<file path="src/rtl/cam_init_sequencer.sv">
// cam_init_sequencer: walks a fixed camera register table and issues one
// I2C write per entry through an ena/busy handshake with the I2C master.
// Delay entries (sub == 8'hFF) wait data*DELAY_UNIT clocks instead of writing.
// Optional feature macro: CAM_INIT_RETRY_EN. When defined, a NACKed entry is
// retried up to MAX_RETRY times before the sequence aborts.
module cam_init_sequencer #(
    parameter logic [7:0]  DEV_ADDR       = 8'h42,
    parameter int unsigned NUM_REGS       = 16,
    parameter int unsigned POWERUP_CYCLES = 50000,
    parameter int unsigned DELAY_UNIT     = 50000,
    parameter int unsigned TIMEOUT_CYCLES = 1000000,
    parameter int unsigned MAX_RETRY      = 3
) (
    input  logic       clk,
    input  logic       rst,
    input  logic       start,
    input  logic       busy,
    input  logic       ack_err,
    output logic       ena,
    output logic [7:0] addr,
    output logic       rw,
    output logic [7:0] sub_addr,
    output logic [7:0] data_wr,
    output logic [7:0] reg_idx,
    output logic       done,
    output logic       error
);

    localparam int unsigned CNT_W    = 32;
    localparam logic [7:0]  DELAY_ID = 8'hFF;
    localparam logic [7:0]  LAST_IDX = 8'(NUM_REGS - 1);

    typedef enum logic [3:0] {
        IDLE,
        PWRUP,
        FETCH,
        WAIT_IDLE,
        REQ,
        WAIT_HI,
        WAIT_LO,
        CHECK,
        DELAY,
        NEXT,
        DONE,
        ERROR
    } state_t;

    state_t             state_q, state_d;
    logic [CNT_W-1:0]   cnt_q, cnt_d;
    logic [7:0]         idx_d, sub_d, data_d;
    logic               ena_d, done_d, error_d;
    logic               start_pend_q, start_pend_d;
    logic               busy_m, busy_s, ack_m, ack_s;
    logic [15:0]        rom_word;
    logic [7:0]         rom_sub, rom_data;

`ifdef CAM_INIT_RETRY_EN
    logic [7:0]         retry_q, retry_d;
`else
    logic               unused_max_retry;
    assign unused_max_retry = ^32'(MAX_RETRY);
`endif

    assign addr = DEV_ADDR;
    assign rw   = 1'b0;

    // Register table: {sub_addr, data}; out-of-range indices read as zero-length delays
    always_comb begin
        case (reg_idx)
            8'd0:    rom_word = 16'h1280;
            8'd1:    rom_word = 16'h1101;
            8'd2:    rom_word = 16'h0C00;
            8'd3:    rom_word = 16'hFF02;
            8'd4:    rom_word = 16'h3E00;
            8'd5:    rom_word = 16'h40D0;
            8'd6:    rom_word = 16'h3A04;
            8'd7:    rom_word = 16'h1418;
            8'd8:    rom_word = 16'h4FB3;
            8'd9:    rom_word = 16'h50B3;
            8'd10:   rom_word = 16'h5100;
            8'd11:   rom_word = 16'h523D;
            8'd12:   rom_word = 16'h53A7;
            8'd13:   rom_word = 16'h54E4;
            8'd14:   rom_word = 16'h589E;
            8'd15:   rom_word = 16'h3DC0;
            default: rom_word = 16'hFF00;
        endcase
    end

    assign rom_sub  = rom_word[15:8];
    assign rom_data = rom_word[7:0];

    // Two-flop synchronizers for the master's data-clock-domain status
    always_ff @(posedge clk or posedge rst) begin
        if (rst) begin
            busy_m <= 1'b1;
            busy_s <= 1'b1;
            ack_m  <= 1'b0;
            ack_s  <= 1'b0;
        end else begin
            busy_m <= busy;
            busy_s <= busy_m;
            ack_m  <= ack_err;
            ack_s  <= ack_m;
        end
    end

    // State and registered outputs
    always_ff @(posedge clk or posedge rst) begin
        if (rst) begin
            state_q      <= IDLE;
            cnt_q        <= '0;
            reg_idx      <= '0;
            sub_addr     <= '0;
            data_wr      <= '0;
            ena          <= 1'b0;
            done         <= 1'b0;
            error        <= 1'b0;
            start_pend_q <= 1'b0;
`ifdef CAM_INIT_RETRY_EN
            retry_q      <= '0;
`endif
        end else begin
            state_q      <= state_d;
            cnt_q        <= cnt_d;
            reg_idx      <= idx_d;
            sub_addr     <= sub_d;
            data_wr      <= data_d;
            ena          <= ena_d;
            done         <= done_d;
            error        <= error_d;
            start_pend_q <= start_pend_d;
`ifdef CAM_INIT_RETRY_EN
            retry_q      <= retry_d;
`endif
        end
    end

    // Next-state and next-output logic
    always_comb begin
        state_d      = state_q;
        cnt_d        = cnt_q;
        idx_d        = reg_idx;
        sub_d        = sub_addr;
        data_d       = data_wr;
        ena_d        = 1'b0;
        done_d       = done;
        error_d      = error;
        start_pend_d = start_pend_q;
`ifdef CAM_INIT_RETRY_EN
        retry_d      = retry_q;
`endif

        case (state_q)
            IDLE: begin
                state_d = PWRUP;
                cnt_d   = '0;
                idx_d   = '0;
                done_d  = 1'b0;
                error_d = 1'b0;
            end
            PWRUP: begin
                if (cnt_q + 32'd1 >= 32'(POWERUP_CYCLES)) begin
                    state_d = FETCH;
                end else begin
                    cnt_d = cnt_q + 32'd1;
                end
            end
            FETCH: begin
                sub_d  = rom_sub;
                data_d = rom_data;
`ifdef CAM_INIT_RETRY_EN
                retry_d = '0;
`endif
                if (rom_sub == DELAY_ID) begin
                    state_d = DELAY;
                    cnt_d   = 32'(rom_data) * 32'(DELAY_UNIT);
                end else begin
                    state_d = WAIT_IDLE;
                end
            end
            WAIT_IDLE: begin
                if (!busy_s) begin
                    state_d = REQ;
                    ena_d   = 1'b1;
                end
            end
            REQ: begin
                state_d = WAIT_HI;
                ena_d   = 1'b1;
                cnt_d   = '0;
            end
            WAIT_HI: begin
                if (busy_s) begin
                    state_d = WAIT_LO;
                    cnt_d   = '0;
                end else if (cnt_q + 32'd1 >= 32'(TIMEOUT_CYCLES)) begin
                    state_d = ERROR;
                    error_d = 1'b1;
                end else begin
                    ena_d = 1'b1;
                    cnt_d = cnt_q + 32'd1;
                end
            end
            WAIT_LO: begin
                if (!busy_s) begin
                    state_d = CHECK;
                end else if (cnt_q + 32'd1 >= 32'(TIMEOUT_CYCLES)) begin
                    state_d = ERROR;
                    error_d = 1'b1;
                end else begin
                    cnt_d = cnt_q + 32'd1;
                end
            end
            CHECK: begin
                if (!ack_s) begin
                    state_d = NEXT;
`ifdef CAM_INIT_RETRY_EN
                end else if (32'(retry_q) < 32'(MAX_RETRY)) begin
                    state_d = WAIT_IDLE;
                    retry_d = retry_q + 8'd1;
`endif
                end else begin
                    state_d = ERROR;
                    error_d = 1'b1;
                end
            end
            DELAY: begin
                // Loaded with the full cycle count; a zero count still spends one cycle here
                if (cnt_q <= 32'd1) begin
                    state_d = NEXT;
                end else begin
                    cnt_d = cnt_q - 32'd1;
                end
            end
            NEXT: begin
                if (reg_idx == LAST_IDX) begin
                    state_d = DONE;
                    done_d  = 1'b1;
                end else begin
                    state_d = FETCH;
                    idx_d   = reg_idx + 8'd1;
                end
            end
            DONE, ERROR: begin
                if (start || start_pend_q) begin
                    state_d      = PWRUP;
                    cnt_d        = '0;
                    idx_d        = '0;
                    done_d       = 1'b0;
                    error_d      = 1'b0;
                    start_pend_d = 1'b0;
                end
            end
            default: begin
                state_d = IDLE;
            end
        endcase

        // A start landing on the cycle we enter DONE/ERROR is replayed from the terminal state
        if (start && (state_d == DONE || state_d == ERROR) &&
            state_q != DONE && state_q != ERROR) begin
            start_pend_d = 1'b1;
        end
    end

endmodule

</file>
<file path="config.mk">
export PLATFORM = sky130hd
export DESIGN_NAME = cam_init_sequencer
export DESIGN_NICKNAME = d
export VERILOG_FILES = /design/src/rtl/cam_init_sequencer.sv
export SDC_FILE = /design/constraint.sdc
export NUM_CORES = 1
export LEC_CHECK = 0
export ABC_CLOCK_PERIOD_IN_PS = 6340
export CORE_ASPECT_RATIO = 1.75
export CORE_UTILIZATION = 52
export CTS_BUF_LIST = sky130_fd_sc_hd__clkbuf_4 sky130_fd_sc_hd__clkbuf_8 sky130_fd_sc_hd__clkbuf_16
export DETAILED_ROUTE_END_ITERATION = 7
export PLACE_DENSITY = 0.82
export SLEW_MARGIN = 20
export SYNTH_ARGS = -nofsm -noshare
export SYNTH_HDL_FRONTEND = slang
export SYNTH_SLANG_ARGS = --single-unit
</file>
<file path="constraint.sdc">
create_clock -name clk -period 6.34 [get_ports clk]
set_clock_uncertainty 0.05 [all_clocks]
set_input_delay 1.902 -clock clk [delete_from_list [all_inputs] [get_ports clk]]
set_output_delay 1.902 -clock clk [all_outputs]
set_load 0.02 [all_outputs]
</file>
# Word-level counts from Yosys, hierarchy flattened
# Memories as Yosys holds them, arrays and structs flattened.
# Index checks and enable logic that the tools add are counted.
[op_classes]
multipliers = 1
reduce_logical = 19
add_sub_neg = 3
order_cmp = 3
eq_ne = 26
mux = 37
[ops]
columns = ["op", "n"]
rows = [
  ["$mux 32", 7],
  ["$pmux 32 s7", 1],
  ["$pmux 4 s11", 1],
  ["$mux 4", 9],
  ["$add 32x1->32 const B", 1],
  ["$ge 32x16->1 const B", 1],
  ["$ge 32x20->1 const B", 1],
  ["$le 32x1->1 const B", 1],
  ["$sub 32x1->32 const B", 1],
  ["$eq 4x4->1 const B", 6],
  ["$pmux 8 s3", 1],
  ["$mul 8x12->20 const B", 1],
  ["$ne 2x2->1 const B", 9],
  ["$eq 4x3->1 const B", 4],
  ["$mux 16", 1],
  ["$mux 8", 2],
  ["$mux 1", 11],
  ["$add 8x1->8 const B", 1],
  ["$eq 4x2->1 const B", 2],
  ["$eq 8x4->1 const B", 1],
  ["$eq 8x8->1 const B", 1],
  ["$logic_not 4->1", 2],
  ["$ne 4x4->1 const B", 2],
  ["$reduce_bool 7->1", 1],
  ["other kinds (14)", 21],
]
[word_totals]
romBits = 256
n_memories = 1
regBits = 68
in_bits = 5
output_inout_bits = 36
elab_cells = 103
[memory_table]
columns = ["memory", "words", "width", "rd", "rd_ports_with_merged_regs", "wr", "line", "rtl"]
rows = [
  ["(no name shown)", 16, 16, 1, 0, 0, "69", "case (reg_idx)"],
]

# Logic depth before layout (Yosys ltp)
[depth]
depth_word = 12
ltp_mapped = 25
ltp_nobuf = 24

# Least setup slack after synthesis
# No wires, ideal clock.
[synth_path]
path_type = "flip-flop to flip-flop"
from = "register reg_idx[5]"
to = "register cnt_q[23]"
setup_slack_ns = 0.562
period_less_slack_ns = 5.778
setup_time_ns = 0.096
n_path_buf = 0
arrival_ns = 5.632
stages_incl_launch_ff = 19
required_ns = 6.194
cell_sequence = "dfrtp_1 > nor4_1 > o21ai_0 > a31oi_1 > ha_1 > inv_1 > fa_1 > fa_1 > inv_1 > ha_1 > ha_1 > o21a_1 > o21a_1 > a2111oi_0 > o31ai_1 > a2111oi_0 > o21ai_0 > o41a_1 > o31ai_1"
[synth_via]
elab_chain_cells = 5
word_cells_on_any_way = 8
classes_between = "1 x mul; 2 x eq/ne; 3 x mux; 2 x reduce/logical"
[synth_lines]
columns = ["element", "line", "rtl"]
rows = [
  ["start: declaration", "24", "output logic [7:0] reg_idx,"],
  ["start signal: assignment", "126", "reg_idx <= idx_d;"],
  ["$logic_not 4->1", "69", ""],
  ["$mux 16", "69", ""],
  ["named net rom_word[3]", "54", "logic [15:0] rom_word;"],
  ["$mul 8x12->20", "177", "cnt_d = 32'(rom_data) * 32'(DELAY_UNIT);"],
  ["$mux 32", "175", "if (rom_sub == DELAY_ID) begin"],
  ["$pmux 32 s7", "154", "case (state_q)"],
  ["end signal: assignment", "125", "cnt_q <= cnt_d;"],
  ["end: declaration", "49", "logic [CNT_W-1:0] cnt_q, cnt_d;"],
]
# The timed path passes the listed nets, and every way through them passes these cells. The select of a mux whose other input is x is not followed.
# A chain may end at the register's enable or synchronous reset.

# Final worst setup path
[layout_path]
from = "register reg_idx[0]"
to = "register cnt_q[23]"
[layout_via]
elab_chain_cells = 5
word_cells_on_any_way = 8
classes_between = "1 x mul; 2 x eq/ne; 3 x mux; 1 x reduce/logical; 1 x memory"
[layout_lines]
columns = ["element", "line"]
rows = [
  ["$mem_v2 16x16", "n/a"],
  ["$mux 16", "69"],
  ["named net rom_word[4]", "54"],
  ["$mul 8x12->20", "177"],
  ["$mux 32", "175"],
  ["$pmux 32 s7", "154"],
]
# The timed path passes the listed nets, and every way through them passes these cells. The select of a mux whose other input is x is not followed.

==> impl_metrics.py <==
metrics = {
    "detailed_routing": {
        "num_vias": 7434,
        "dr.pass1.iters": 7,
        "first_iter_violations": 838,
        "drcViolationCount": 0,
        "wl_um": 22400,
        "viasPerCell": 6.58,
        "wire_per_inst_um": 19.9,
        "ant_nets": 0,
    },
    "floorplan": {
        "die_h_um": 161,
        "dieArea_um2": 15000,
        "start_util": 0.538,
        "ioPinCount": 41,
        "die_x_um": 92.9,
        "core_region_area_um2": 14000,
        "fp-row-count": 57,
    },
    "power": {
        "power_frac_clock": 0.172,
        "comb_power_share": 0.558,
        "power_frac_seq": 0.269,
        "p_sw_mw": 1.69,
        "vdd_drop_max_uv": 230,
        "p_total_mw": 3.29,
        "power.density_nw_per_um2": 405,
        "p_int_mw": 1.61,
        "p_sw_frac": 0.513,
        "p_leak_nw": 3.47,
    },
    "worst_setup_path": {
        "crit_arrival_ns": 6.15,
        "critPathLaunchType": "flop",
        "crit_fanout": 14,
        "cp-end-kind": "flop",
        "required_ns": 6.54,
        "path_class": "reg -> reg",
    },
    "synth": {
        "syn_avg_cell_area_um2": 7.76,
        "async_reset_ff_frac": 1.00,
        "synth.area.top_cells": "dfrtp_1, ha_1, a21oi_1, o21ai_0, nor2_1",
        "ys_seq_area_frac": 0.227,
        "ys.flop_type": "dfrtp_1",
        "synth_cells": 969,
        "synth_common_cells": "nor2_1, a21oi_1, nand2_1, o21ai_0, dfrtp_1",
        "synth_top_area_frac": 0.220,
        "ys_warn_count": 0,
        "synth.distinct_cells": 87,
        "syn_area_um2": 7520,
        "synth.most_common_cell": "nor2_1",
        "synth_edf_count": 0,
        "synth_seq_cells": 68,
        "synth_area_leader_cell": "dfrtp_1",
    },
    "layout": {
        "fin_util": 0.582,
        "area_growth_pct": 8.12,
        "nFillCells": 1277,
        "drive_gt1_frac": 0.0777,
        "instances_no_fill": 1129,
        "fin_nets": 1029,
        "diodes": 0,
    },
    "cts": {
        "cts_setup_buffers": 0,
        "cts_tree": "done",
        "path_clk_slew_ns": 0.06,
        "clk_latency_ns": 0.34,
        "cts_root_buffer": "clkbuf_16",
        "clock_sinks": 68,
        "htree_num_levels": 3,
        "cts_buffer_depth": 2,
        "cts_buffers": 9,
    },
    "outcome": {
        "outcome": "complete, no violations",
    },
    "placed_design": {
        "portBuffers": 31,
        "dpl.hpwl_um": 16300,
        "gp_congestion": 0.948,
        "place_inst": 1113,
    },
    "timing": {
        "setup_viol": 0,
        "tightest_slew_ns": 1.06,
        "rsz0062_at_grt": "no",
        "max_clock_freq_mhz": 168,
        "slew_viol_final": 0,
        "hold_viol": 0,
        "slew_headroom": 0.292,
        "setup-tns-final_ns": 0,
        "finalCritPeriodShare": 0.939,
        "finalCriticalPeriod_ns": 5.95,
    },
    "global_route": {
        "antenna_found_initial": 0,
        "grt_max_degree": 37,
        "track_usage": 0.305,
        "grt_pass1_wl_um": 35700,
        "grt_pass1_vias": 7286,
        "gr-usage-met1": 0.314,
        "grt.overflow.total": 0,
        "grt_util_met2": 0.546,
        "grt-busiest-layer": "met2",
        "gr-usage-met3": 0.0372,
    },
    "job": {
        "maxCapViolCount": 0,
    },
    "hold_path": {
        "min_path_type": "reg -> reg",
    },
}
[repair_timing]
item,4_1_cts,5_1_grt
setup endpoints to repair,0,3
gates resized for setup,0,5
hold buffers,0,0
[final cells by class]
cell class	instances	area, µm²	area share
inverter	56	210	0.0258
multi-input combinational	768	5270	0.647
sequential	68	1710	0.210
tap	177	221	0.0272
timing repair buffer	44	408	0.0501
clock buffer	9	225	0.0277
clock inverter	7	98.8	0.0122
[sequential cells by signal, indices dropped and copies added (netlist names)]
| signal | count |
|---|---|
| ena | 1 |
| reg_idx | 8 |
| data_wr | 8 |
| error | 1 |
| ack_s | 1 |
| busy_s | 1 |
| done | 1 |
| state_q | 4 |
| start_pend_q | 1 |
| cnt_q | 32 |
| ack_m | 1 |
| sub_addr | 8 |
| busy_m | 1 |
[layout by cell type, fill, tap and decap left out, drive strengths merged, types with 8 or more instances in the layout]
cell type	Yosys	layout
a211oi	8	8
a21oi	77	77
a31oi	15	15
and3	8	8
buf	29	13
clkbuf	55	9
clkdlybuf4s50	0	31
conb	2	9
dfrtp	66	66
fa	12	12
ha	65	65
inv	56	58
nand2	69	69
nand2b	17	17
nand3	39	39
nand4	16	16
nor2	82	82
nor2b	13	13
nor3	35	35
nor4	15	15
o211ai	9	9
o21ai	70	70
o31ai	12	12
or2	12	12
or3	14	14
xnor2	21	21
xor2	22	22
[path summary, 6_finish.rpt]
check | startpoint | to | slack, ns | depth (start not counted)
hold / removal | ack_m | ack_s | 0.30 | 0
hold reg to reg | ack_m | ack_s | 0.30 | 0
setup / recovery | reg_idx[0] | cnt_q[23] | 0.39 | 20
setup reg to reg | reg_idx[0] | cnt_q[23] | 0.39 | 20
max in group asynchronous | rst | cnt_q[14] | 3.26 | 3
min in group asynchronous | rst | reg_idx[6] | 1.96 | 2
[cells by family (layout without fill, tap and decap cells)]
group                    after synthesis  count (layout)  synth area share
adder cells (fa/ha/maj)               77              77             0.140
AND/OR/NAND/NOR                      354             354             0.249
AO/OA/AOI/OAI                        277             277             0.241
XOR/XNOR                              43              43            0.0501
flip-flops                            68              68             0.227
buffers and inverters                140             116            0.0802
multiplexers                           8               8            0.0115
other                                  2               9          0.000998
[power groups by stage]
| stage | clock network, mW | registers (mW) | logic [mW] |
|---|---|---|---|
| after CTS | 0.570 | 0.870 | 1.80 |
| after global routing | 0.587 | 0.910 | 2.00 |
| after floorplan | 0 | 0.682 | 1.51 |
| after global placement | 0 | 0.872 | 1.75 |
| final | 0.568 | 0.888 | 1.84 |
| after detailed placement | 0 | 0.874 | 1.78 |
[per-stage QoR]
stage	hold slack, ns	setup WS [ns]	instance area [µm²]
finish	0.304	0.388	8130
global route	0.314	0.0318	8130
CTS	0.310	0.00720	8120
detailed placement	0.295	0.0989	7790
global placement	0.285	0.289	7790
floorplan	0.281	0.562	7550
[worst max-delay path, cell delays in order (launching register included)]
cell	delay, ns
dfrtp_2	0.50
inv_1	0.15
ha_1	0.27
nand2b_1	0.14
a31oi_1	0.11
nor2_1	0.30
ha_1	0.31
ha_1	0.29
inv_1	0.05
fa_1	0.48
fa_1	0.54
inv_1	0.04
ha_1	0.24
a211oi_1	0.36
o21ai_0	0.24
a2111oi_2	0.51
o31ai_1	0.21
a2111oi_0	0.54
o21ai_0	0.17
o41a_1	0.14
o31ai_1	0.19
[routing by layer]
metal  routed length, µm  share of wire
met1                7800           0.35
met2               11500           0.51
met3                1310          0.059
met4                1840          0.082
met5                   0              0
Power figures use the tool's default switching activity.
